<file path="config.mk">
export PLATFORM = sky130hd
export DESIGN_NAME = demux_rr_sched_flat
export DESIGN_NICKNAME = d
export VERILOG_FILES = /design/src/rtl/demux_rr_sched_if.sv /design/src/rtl/demux_rr_sched.sv /design/src/flat_wrapper.sv
export SDC_FILE = /design/constraint.sdc
export NUM_CORES = 1
export LEC_CHECK = 0
export CELL_PAD_IN_SITES_DETAIL_PLACEMENT = 2
export CELL_PAD_IN_SITES_GLOBAL_PLACEMENT = 2
export CORE_UTILIZATION = 32
export CTS_BUF_LIST = sky130_fd_sc_hd__clkbuf_4 sky130_fd_sc_hd__clkbuf_8 sky130_fd_sc_hd__clkbuf_16
export DETAILED_ROUTE_END_ITERATION = 8
export PLACE_DENSITY_LB_ADDON = 0.1
export RECOVER_POWER = 100
export SLEW_MARGIN = 25
export SYNTH_ARGS = -nofsm -noshare
export SYNTH_HDL_FRONTEND = slang
export SYNTH_SLANG_ARGS = --single-unit
</file>
<file path="constraint.sdc">
create_clock -name clk -period 3.25 [get_ports clk]
set_input_delay 0.4875 -clock clk [delete_from_list [all_inputs] [get_ports clk]]
set_output_delay 0.4875 -clock clk [all_outputs]
set_load 0.005 [all_outputs]
</file>
<file path="src/rtl/demux_rr_sched_if.sv">
// Handshake and control bundle between the source/consumers and the demux round-robin scheduler.
// The master side drives requests and flow control; the slave side is the scheduler.
interface demux_rr_sched_if;
    logic [3:0] req;
    logic [3:0] dst_ready;
    logic       src_valid;
    logic       src_ready;
    logic [1:0] select;
    logic [3:0] grant;
    logic       busy;
    logic       burst_done;

    modport master (
        output req,
        output dst_ready,
        output src_valid,
        input  src_ready,
        input  select,
        input  grant,
        input  busy,
        input  burst_done
    );

    modport slave (
        input  req,
        input  dst_ready,
        input  src_valid,
        output src_ready,
        output select,
        output grant,
        output busy,
        output burst_done
    );
endinterface

</file>
<file path="src/rtl/demux_rr_sched.sv">
// Round-robin scheduler for a 1-to-4 demux: arbitrates consumer requests, drives select/grant
// and meters a bounded burst of source beats to the owner before rotating priority.
module demux_rr_sched #(
    parameter int unsigned BURST_LEN = 4
) (
    input logic            clk,
    input logic            rst,
    demux_rr_sched_if.slave bus
);

    localparam logic [7:0] BurstLen = 8'(BURST_LEN);

    typedef enum logic [1:0] {
        StIdle,
        StXfer,
        StDone
    } state_e;

    state_e     state_q, state_d;
    logic [1:0] last_q, last_d;
    logic [1:0] select_q, select_d;
    logic [3:0] grant_q, grant_d;
    logic [7:0] count_q, count_d;
    logic [1:0] pick;
    logic       ready;
    logic       beat;

    // Scan from farthest to nearest so the requester right after last wins.
    function automatic logic [1:0] rr_pick(input logic [3:0] r, input logic [1:0] l);
        logic [1:0] idx;
        rr_pick = l;
        for (int k = 4; k >= 1; k--) begin
            idx = l + 2'(k);
            if (r[idx]) begin
                rr_pick = idx;
            end
        end
    endfunction

    assign pick  = rr_pick(bus.req, last_q);
    assign ready = (state_q == StXfer) && bus.dst_ready[select_q];
    assign beat  = bus.src_valid && ready;

    always_comb begin
        state_d  = state_q;
        last_d   = last_q;
        select_d = select_q;
        grant_d  = grant_q;
        count_d  = count_q;
        unique case (state_q)
            StIdle: begin
                if (|bus.req) begin
                    select_d = pick;
                    grant_d  = 4'b0001 << pick;
                    count_d  = '0;
                    state_d  = StXfer;
                end
            end
            StXfer: begin
                // A beat outranks a dropped request; the request is re-checked next cycle.
                if (beat) begin
                    count_d = count_q + 8'd1;
                    if (count_d == BurstLen) begin
                        state_d = StDone;
                    end
                end else if (!bus.req[select_q]) begin
                    state_d = StDone;
                end
            end
            StDone: begin
                grant_d = '0;
                last_d  = select_q;
                state_d = StIdle;
            end
            default: begin
                state_d = StIdle;
            end
        endcase
    end

    always_ff @(posedge clk) begin
        if (rst) begin
            state_q  <= StIdle;
            last_q   <= 2'd3;
            select_q <= '0;
            grant_q  <= '0;
            count_q  <= '0;
        end else begin
            state_q  <= state_d;
            last_q   <= last_d;
            select_q <= select_d;
            grant_q  <= grant_d;
            count_q  <= count_d;
        end
    end

    assign bus.src_ready  = ready;
    assign bus.select     = select_q;
    assign bus.grant      = grant_q;
    assign bus.busy       = (state_q != StIdle);
    assign bus.burst_done = (state_q == StDone);

    a_grant_onehot : assert property (@(posedge clk) disable iff (rst) $onehot0(bus.grant));

    a_select_stable : assert property (@(posedge clk) disable iff (rst)
        ($past(|bus.grant) && (|bus.grant)) |-> $stable(bus.select));

    a_count_bound : assert property (@(posedge clk) disable iff (rst) count_q <= BurstLen);

endmodule

</file>
<file path="src/flat_wrapper.sv">
// flat-port wrapper written by rule: the top's interface ports become plain ports
module demux_rr_sched_flat 
#(
    parameter int unsigned BURST_LEN = 4
)
  (clk, rst, bus_req, bus_dst_ready, bus_src_valid, bus_src_ready, bus_select, bus_grant, bus_busy, bus_burst_done);
  demux_rr_sched_if bus_i ();
  input logic clk;
  input logic rst;
  input wire logic [$bits(bus_i.req)-1:0] bus_req;
  input wire logic [$bits(bus_i.dst_ready)-1:0] bus_dst_ready;
  input wire logic [$bits(bus_i.src_valid)-1:0] bus_src_valid;
  output wire logic [$bits(bus_i.src_ready)-1:0] bus_src_ready;
  output wire logic [$bits(bus_i.select)-1:0] bus_select;
  output wire logic [$bits(bus_i.grant)-1:0] bus_grant;
  output wire logic [$bits(bus_i.busy)-1:0] bus_busy;
  output wire logic [$bits(bus_i.burst_done)-1:0] bus_burst_done;
  assign bus_i.req = bus_req;
  assign bus_i.dst_ready = bus_dst_ready;
  assign bus_i.src_valid = bus_src_valid;
  assign bus_src_ready = bus_i.src_ready;
  assign bus_select = bus_i.select;
  assign bus_grant = bus_i.grant;
  assign bus_busy = bus_i.busy;
  assign bus_burst_done = bus_i.burst_done;
  demux_rr_sched #(.BURST_LEN(BURST_LEN)) u_core (.clk(clk), .rst(rst), .bus(bus_i));
endmodule
</file>
# After elaboration in Yosys (flattened, before gate mapping)
# Index checks and enable logic that the tools add are counted.
# W data, S select, Z words.
[op_classes]
n_mux = 23
bitwise = 0
n_eq_ne = 7
n_addsub = 4
multipliers = 0
order_cmp = 4
n_reduce_logical = 11
n_div = 0
n_shift = 1
[ops]
columns = ["op", "n"]
rows = [
  ["$mux W8", 2],
  ["$pmux W8 S2", 1],
  ["$mux W2", 7],
  ["$lt A2 B3 Y1 const B", 4],
  ["$bmux W1 S2", 5],
  ["$add A8 B1 Y8 const B", 1],
  ["$eq A8 B3 Y1 const B", 1],
  ["$pmux W4 S2", 1],
  ["$reduce_and A3 Y1", 2],
  ["$reduce_bool A2 Y1", 3],
  ["$mux W1", 5],
  ["$add A2 B2 Y2 const B", 2],
  ["$mux W4", 1],
  ["$ne A2 B1 Y1 const B", 2],
  ["$pmux W2 S2", 1],
  ["$reduce_and A2 Y1", 2],
  ["$reduce_or A4 Y1", 1],
  ["$shl A1 B2 Y4 const A", 1],
  ["$ne A3 B2 Y1 const B", 1],
  ["$ne A3 B3 Y1 const B", 1],
  ["$add A2 B1 Y2 const B", 1],
  ["$eq A2 B1 Y1 const B", 1],
  ["$eq A2 B2 Y1 const B", 1],
  ["$logic_and A1 B1 Y1", 2],
  ["$logic_not A2 Y1", 1],
]
[word_totals]
romBits = 0
ram_bits = 0
mem_count = 0
inputBits = 11
out_inout_bits = 9
register_bits = 18
latchBits = 0
word_cells = 55

# Logic depth before layout (Yosys ltp)
# Gate-level depths: netlist of the first run.
[depth]
ltp_word = 9
ltp_mapped = 5
mapped_depth_nobuf = 5

# Worst setup path before layout of the first run
# No wires, ideal clock.
[synth_timing]
kind = "input-to-reg"
start = "input bus_req[2]"
end = "register u_core.grant_q[1] (netlist: u_core.bus.grant[1])"
path_buffers = 1
stages = 5
required_time_ps = 3163
arrival_ps = 1731
path_slack_ps = 1432
setup_time_ps = 87
path_cell_list = "nor4_1 > nor2_1 > clkbuf_1 > or4b_2 > o31ai_1"
[synth_via]
elab_chain_len = 8
elab_cells_between_ends = 15
cone_classes = "eq/ne: 1; shift: 1; mux: 11; reduce/logical: 2"
[synth_rtl]
columns = ["element", "line_no", "source"]
rows = [
  ["from (decl)", "flat_wrapper.sv:10", "input wire logic [$bits(bus_i.req)-1:0] bus_req;"],
  ["$bmux W1 S2", "demux_rr_sched.sv:34", "if (r[idx]) begin"],
  ["$mux W1 (implied by the code)", "demux_rr_sched.sv:34", ""],
  ["$mux W2 (3 in a row)", "demux_rr_sched.sv:34", ""],
  ["$shl A1 B2 Y4", "demux_rr_sched.sv:54", "grant_d = 4'b0001 << pick;"],
  ["$mux W4", "demux_rr_sched.sv:52", "if (|bus.req) begin"],
  ["$pmux W4 S2", "demux_rr_sched.sv:50", "unique case (state_q)"],
  ["to (signal assigned)", "demux_rr_sched.sv:92", "grant_q <= grant_d;"],
  ["to (decl)", "demux_rr_sched.sv:22", "logic [3:0] grant_q, grant_d;"],
]
# Several ways; a longest one is shown, not always the timed one. The select of a mux whose other input is x is not followed.
# A chain may end at the register's enable or synchronous reset.

# Final worst setup path of the first run
[layout_timing]
start = "input bus_dst_ready[3]"
end = "output bus_src_ready"
[layout_via]
elab_chain_len = 3
[layout_rtl]
columns = ["element", "line_no", "source"]
rows = [
  ["from (decl)", "flat_wrapper.sv:11", "input wire logic [$bits(bus_i.dst_ready)-1:0] bus_dst_ready;"],
  ["$bmux W1 S2", "demux_rr_sched.sv:41", "assign ready = (state_q == StXfer) && bus.dst_ready[select_q];"],
  ["$mux W1 (implied by the code)", "demux_rr_sched.sv:41", ""],
  ["$logic_and A1 B1 Y1", "demux_rr_sched.sv:41", ""],
  ["to (decl)", "flat_wrapper.sv:13", "output wire logic [$bits(bus_i.src_ready)-1:0] bus_src_ready;"],
]
# Every way passes these cells. The select of a mux whose other input is x is not followed.

==> reports/results.txt, run 1 <==
status: finished clean
Initial Util: 33.6%
Critical Path AT: 2.21 ns
synthesized area: 1020 um2
filler instances: 356
CP max-delay cell: dlygate4sd3_1
Routed Antenna Nets: 0
P&R area growth vs syn: 26.8%
required time of the critical path: 2.76 ns
Clock Tree Root: clkbuf_4
fraction of registers with async set/reset: 0%
share of cells above drive strength 1: 10.9%
Num CTS Buffers: 3
# nets final: 152
H-tree depth: 1
fmax: 371 MHz
Die X-Extent: 58.3 um
post-route minimum period: 2.69 ns
gpl congestion: 0.790
GRT overflow: 0
Setup crit end kind: output pin
Yosys reg bits: 18
Largest stage delay, worst path: 0.56 ns
core box area: 3030 um2
Slew headroom: 46.0%
Max FO, Critical Path: 6
Post-Synthesis Cells: 117
pwr dens: 436 nW/um2
Final TNS setup: 0 ns
Post-synth EDFFs: 0
IO Pins: 20
Critical Path Source Type: input port
Worst Setup Path Type: in2out
I/O Buffers: 19
syn_nets: 130
clock sink total: 18
Fin. Hold Viols: 0
HPWL Detailed: 2270 um
Post-Syn Area per Cell: 8.68 um2
sequential area share after synthesis: 35.5%
die span in y: 58.3 um
VDD IR max: 142 uV
DRC Markers: 0
Final period util: 82.9%
fin. max-slew vios: 0
DR vias: 969
CTS clk-pin slew, worst paths: 0.11 ns
hold_buf cts: 0
vias in the first global route: 1042
first-pass GRT wire length: 5070 um
Post CTS Setup Buffer Count: 0
Die ar.: 3400 um2
leakage power: 0.503 nW
post_cts resized: 0
worst path cell trace: clkdlybuf4s50_1, mux4_2, and2_2, dlygate4sd3_1
Cells after DPL: 178
initial antenna violation count: 0
Non-Filler Instances: 182
latest clock arrival within the worst-skew pair: 0.29 ns
Ys Warns: 0
Rows: 20
total wire length: 2980 um
antenna cell count: 0
CTS Buffer Depth: 2
final count of negative-setup-slack endpoints: 0
RSZ-0062 raised after global routing: false
number of detailed-routing iterations run before antenna repair: 4
TritonCTS clock tree: yes
max-cap viol count: 0
GRT Overall Usage: 19.9%
Reg2Reg Setup Slack: 1.20 ns
clk_skew: 0.00566 ns
DR WL/cell: 16.4 um
vias per inst: 5.32
Netlist cell types: 44
Hold Crit Class: reg2reg
ys flop type: dfxtp_1
Slew @ Worst Pin: 0.808 ns
DR iter-0 viols: 15
largest net degree at the start of global routing: 14
## where the power goes
part | leakage, nW | internal [mW] | switching (mW) | total [mW]
clock | 0.0210 | 0.0682 | 0.0745 | 0.143
sequential | 0.146 | 0.239 | 0.0196 | 0.258
combinational | 0.335 | 0.0812 | 0.0801 | 0.161
total | 0.503 | 0.388 | 0.174 | 0.562
## through the flow
stage / hold slack [ns] / setup WS (ns) / instance area [um2] / utilization [%] / power, mW
2_1_floorplan: 0.435 / 1.43 / 1020 / - / 0.352
3_3_place_gp: 0.460 / 0.716 / 1260 / 41.5 / 0.430
3_5_place_dp: 0.463 / 0.674 / 1260 / 41.5 / 0.437
4_1_cts: 0.486 / 0.675 / 1290 / 42.7 / 0.581
5_1_grt: 0.516 / 0.495 / 1290 / 42.6 / 0.594
6_report: 0.478 / 0.555 / 1290 / 42.6 / 0.562
## worst paths after layout
| path | start | to | depth (start not counted) |
|---|---|---|---|
| worst max-delay path | bus_dst_ready[3] | bus_src_ready | 4 |
| worst min-delay path | u_core.bus.grant[2]$_SDFFE_PP0P_ | u_core.bus.grant[2]$_SDFFE_PP0P_ | 2 |
| worst max register to register | u_core.bus.select[0]$_SDFFE_PP0P_ | u_core.count_q[2]$_SDFFE_PP0P_ | 4 |
| worst min register to register | u_core.bus.grant[2]$_SDFFE_PP0P_ | u_core.bus.grant[2]$_SDFFE_PP0P_ | 2 |
## kinds of logic (layout without fill, tap and decap cells)
| kind of cell | after synthesis | count (layout) | share of synthesized area [%] |
|---|---|---|---|
| and+or+nand+nor | 53 | 53 | 31.3 |
| DFF | 18 | 18 | 35.5 |
| buffers and inverters | 7 | 28 | 2.59 |
| xor gates and xnor gates | 3 | 3 | 2.59 |
| muxes | 3 | 3 | 5.79 |
| AOI/OAI and AO/OA | 31 | 31 | 19.8 |
| adders and majority gates | 2 | 2 | 2.46 |
## sequential cells by signal (all words and copies together), names as in the netlist
signal and flops:
u_core.bus.grant 4, u_core.bus.select 2, u_core.count_q 8, u_core.last_q 2, u_core.state_q 2
## worst max-delay path: cells and delay by family
family,cells,cell delay [ns]
multiplexers,1,0.54
AND/OR/NAND/NOR,1,0.21
buffers and inverters,2,0.97
## final cells by class
type,instances,area (um2),area share (%)
multi-input cells,92,624,48.4
inverters,4,15.0,1.17
clock buffers,4,36.3,2.82
repair buffers,20,198,15.3
well taps,44,55.1,4.27
flip-flops and latches,18,360,28.0
## Yosys cell counts, types with 3 or more instances
master	n	area (um2)
a21oi_1	10	50.1
a31oi_1	4	25.0
clkbuf_1	3	11.3
dfxtp_1	18	360
inv_1	4	15.0
nand2_1	8	30.0
nand2b_1	3	18.8
nand3_1	4	20.0
nand4_1	3	18.8
nor2_1	9	33.8
nor2b_1	3	18.8
o21ai_0	4	20.0
o31ai_1	3	22.5
or4b_2	3	30.0
## cells in the final DEF, fill, tap and decap left out, types with 2 or more instances in the layout
cell	count
dfxtp_1	18
a21oi_1	10
dlygate4sd3_1	10
nor2_1	9
clkdlybuf4s50_1	9
nand2_1	8
nand3_1	4
inv_1	4
o21ai_0	4
a31oi_1	4
nor2b_1	3
nand2b_1	3
nand4_1	3
or3_1	3
or4b_2	3
o31ai_1	3
clkbuf_4	3
or2_2	2
or3b_1	2
nor3b_1	2
xor2_1	2
a2bb2oi_1	2
nor3_1	2
ha_1	2
## metal layers
| layer | global-route usage (%) | vias to the layer above | share of wire, % |
|---|---|---|---|
| li1 | - | 477 | - |
| met1 | 23.8 | 482 | 44 |
| met2 | 36.0 | 8 | 54 |
| met3 | 2.86 | 2 | 1.4 |
| met4 | 7.48 | 0 | 0.84 |
| met5 | 0 | - | 0 |
Note: power is estimated with default switching activity, not from simulation.
==> run 2, diff against run 1 <==
- CORE_UTILIZATION: 32 -> 30
- clock period: 3.25 -> 2.8 ns (I/O delays scaled with it)
==> reports/results.txt, run 2 (same netlist as run 1, synthesis figures left out) <==
fin. max-slew vios: 0 (unchanged)
Post-Layout Inst Area: 1300 um2 (+0.87%)
total wire length: 3070 um (+3.1%)
final count of negative-setup-slack endpoints: 0 (unchanged)
GRT Overall Usage: 20.5% (+0.62 points)
post-route minimum period: 2.48 ns
GRT overflow: 0 (unchanged)
Die X-Extent: 60.2 um (+3.2%)
# nets final: 154 (+1.3%)
DR iter-0 viols: 33 (+18)
VDD IR max: 205 uV (+44%)
Clock Tree Root: clkbuf_4
latest clock arrival within the worst-skew pair: 0.30 ns (about the same)
CTS clk-pin slew, worst paths: 0.11 ns (about the same)
share of cells above drive strength 1: 11.4% (+0.56 points)
fmax: 403 MHz
pwr dens: 509 nW/um2 (+17%)
filler instances: 377 (+5.9%)
RSZ-0062 raised after global routing: false
die span in y: 60.2 um (+3.2%)
vias per inst: 5.29 (-0.68%)
required time of the critical path: 2.38 ns (-0.38 ns)
core box area: 3130 um2 (+3.3%)
DR vias: 973 (+0.41%)
Final period util: 88.5%
Initial Util: 32.5% (-1.1 points)
Setup crit end kind: output pin
leakage power: 0.506 nW (+0.70%)
H-tree depth: 1 (unchanged)
number of detailed-routing iterations run before antenna repair: 3 (-1)
Top reg by flops: u_core.count_q
placed cell area: 1270 um2 (+1.2%)
TritonCTS clock tree: yes
I/O Buffers: 19 (unchanged)
Hold Crit Class: reg2reg
Final TNS setup: 0 ns (unchanged)
clock sink total: 18 (unchanged)
most frequent cells in the layout: dfxtp_1 (18), a21oi_1 (10), clkdlybuf4s50_1 (10)
initial antenna violation count: 0 (unchanged)
Critical Path Source Type: register
Die ar.: 3620 um2 (+6.4%)
antenna cell count: 0 (unchanged)
status: finished clean
commonest non-fill, non-tap cell in the layout: dfxtp_1
Routed Antenna Nets: 0 (unchanged)
Slew headroom: 54.1% (+8.1 points)
vias in the first global route: 1067 (+2.4%)
Num CTS Buffers: 3 (unchanged)
Fin. Hold Viols: 0 (unchanged)
DR WL/cell: 16.7 um (+1.9%)
Post CTS Setup Buffer Count: 0 (unchanged)
largest net degree at the start of global routing: 11 (-3)
max-cap viol count: 0 (unchanged)
hold_buf cts: 0 (unchanged)
CTS Buffer Depth: 2 (unchanged)
Max FO, Critical Path: 6 (unchanged)
Rows: 20 (unchanged)
IO Pins: 20 (unchanged)
post_cts resized: 0 (unchanged)
Worst Setup Path Type: reg2out
DRC Markers: 0 (unchanged)
clk_skew: 0.00419 ns (-0.00147 ns)
first-pass GRT wire length: 5310 um (+4.8%)
Critical Path AT: 2.06 ns (-0.15 ns)
Slew @ Worst Pin: 0.672 ns (-0.136 ns)
gpl congestion: 0.739 (-6.4%)
HPWL Detailed: 2410 um (+6.6%)
max reg flops: 8 (unchanged)
P&R area growth vs syn: 28.0%
-- run 2: changes by cell type in the layout (fill, tap and decap cells not counted) --
cell,delta
buf_4,+1
clkbuf_1,+1
clkdlybuf4s50_1,+1
dlygate4sd3_1,-1
-- run 2: power by group --
part,switching [mW],internal (mW)
clock,0.0873,0.0794
sequential,0.0232,0.277
combinational,0.0966,0.0979
total,0.207,0.455
-- run 2: worst max-delay path, stage by stage, from the launching register on --
cell and delay [ns]:
dfxtp_1 0.48, mux4_2 0.60, and2_2 0.22, clkdlybuf4s50_1 0.46
-- run 2: area by class of cell --
| cell class | instances | area, um2 | area share, % |
|---|---|---|---|
| clock buffers | 4 | 36.3 | 2.79 |
| repair buffers | 22 | 209 | 16.1 |
| multi-input cells | 92 | 624 | 48.0 |
| inverters | 4 | 15.0 | 1.15 |
| flip-flops and latches | 18 | 360 | 27.7 |
| well taps | 44 | 55.1 | 4.23 |
-- run 2: final timing paths --
check / start / to / slack, ns / cells after the start
max: u_core.bus.select[0]$_SDFFE_PP0P_ / bus_src_ready / 0.32 / 3
min: u_core.bus.grant[2]$_SDFFE_PP0P_ / u_core.bus.grant[2]$_SDFFE_PP0P_ / 0.48 / 2
max reg2reg: u_core.bus.select[0]$_SDFFE_PP0P_ / u_core.count_q[7]$_SDFFE_PP0P_ / 0.77 / 4
min reg2reg: u_core.bus.grant[2]$_SDFFE_PP0P_ / u_core.bus.grant[2]$_SDFFE_PP0P_ / 0.48 / 2
-- run 2: metal layers --
| metal | track usage (%) | share of wire [%] | wire, um | vias to the layer above |
|---|---|---|---|---|
| met5 | 0 | 0 | 0 | - |
| met1 | 23.3 | 43 | 1320 | 476 |
| met3 | 4.55 | 2.4 | 74 | 5 |
| met2 | 37.0 | 53 | 1640 | 12 |
| met4 | 6.98 | 1.4 | 42 | 0 |
| li1 | - | - | - | 480 |
-- run 2: through the flow --
| step | cells | utilization [%] | setup WS [ns] | power, mW | hold slack [ns] |
|---|---|---|---|---|---|
| after floorplan | 117 | - | 1.02 | 0.409 | 0.435 |
| after global placement | 180 | 40.7 | 0.373 | 0.509 | 0.458 |
| after detailed placement | 180 | 40.7 | 0.326 | 0.517 | 0.475 |
| after CTS | 184 | 41.8 | 0.285 | 0.687 | 0.490 |
| after global routing | 184 | 41.6 | 0.222 | 0.705 | 0.509 |
| final | 184 | 41.6 | 0.321 | 0.662 | 0.481 |
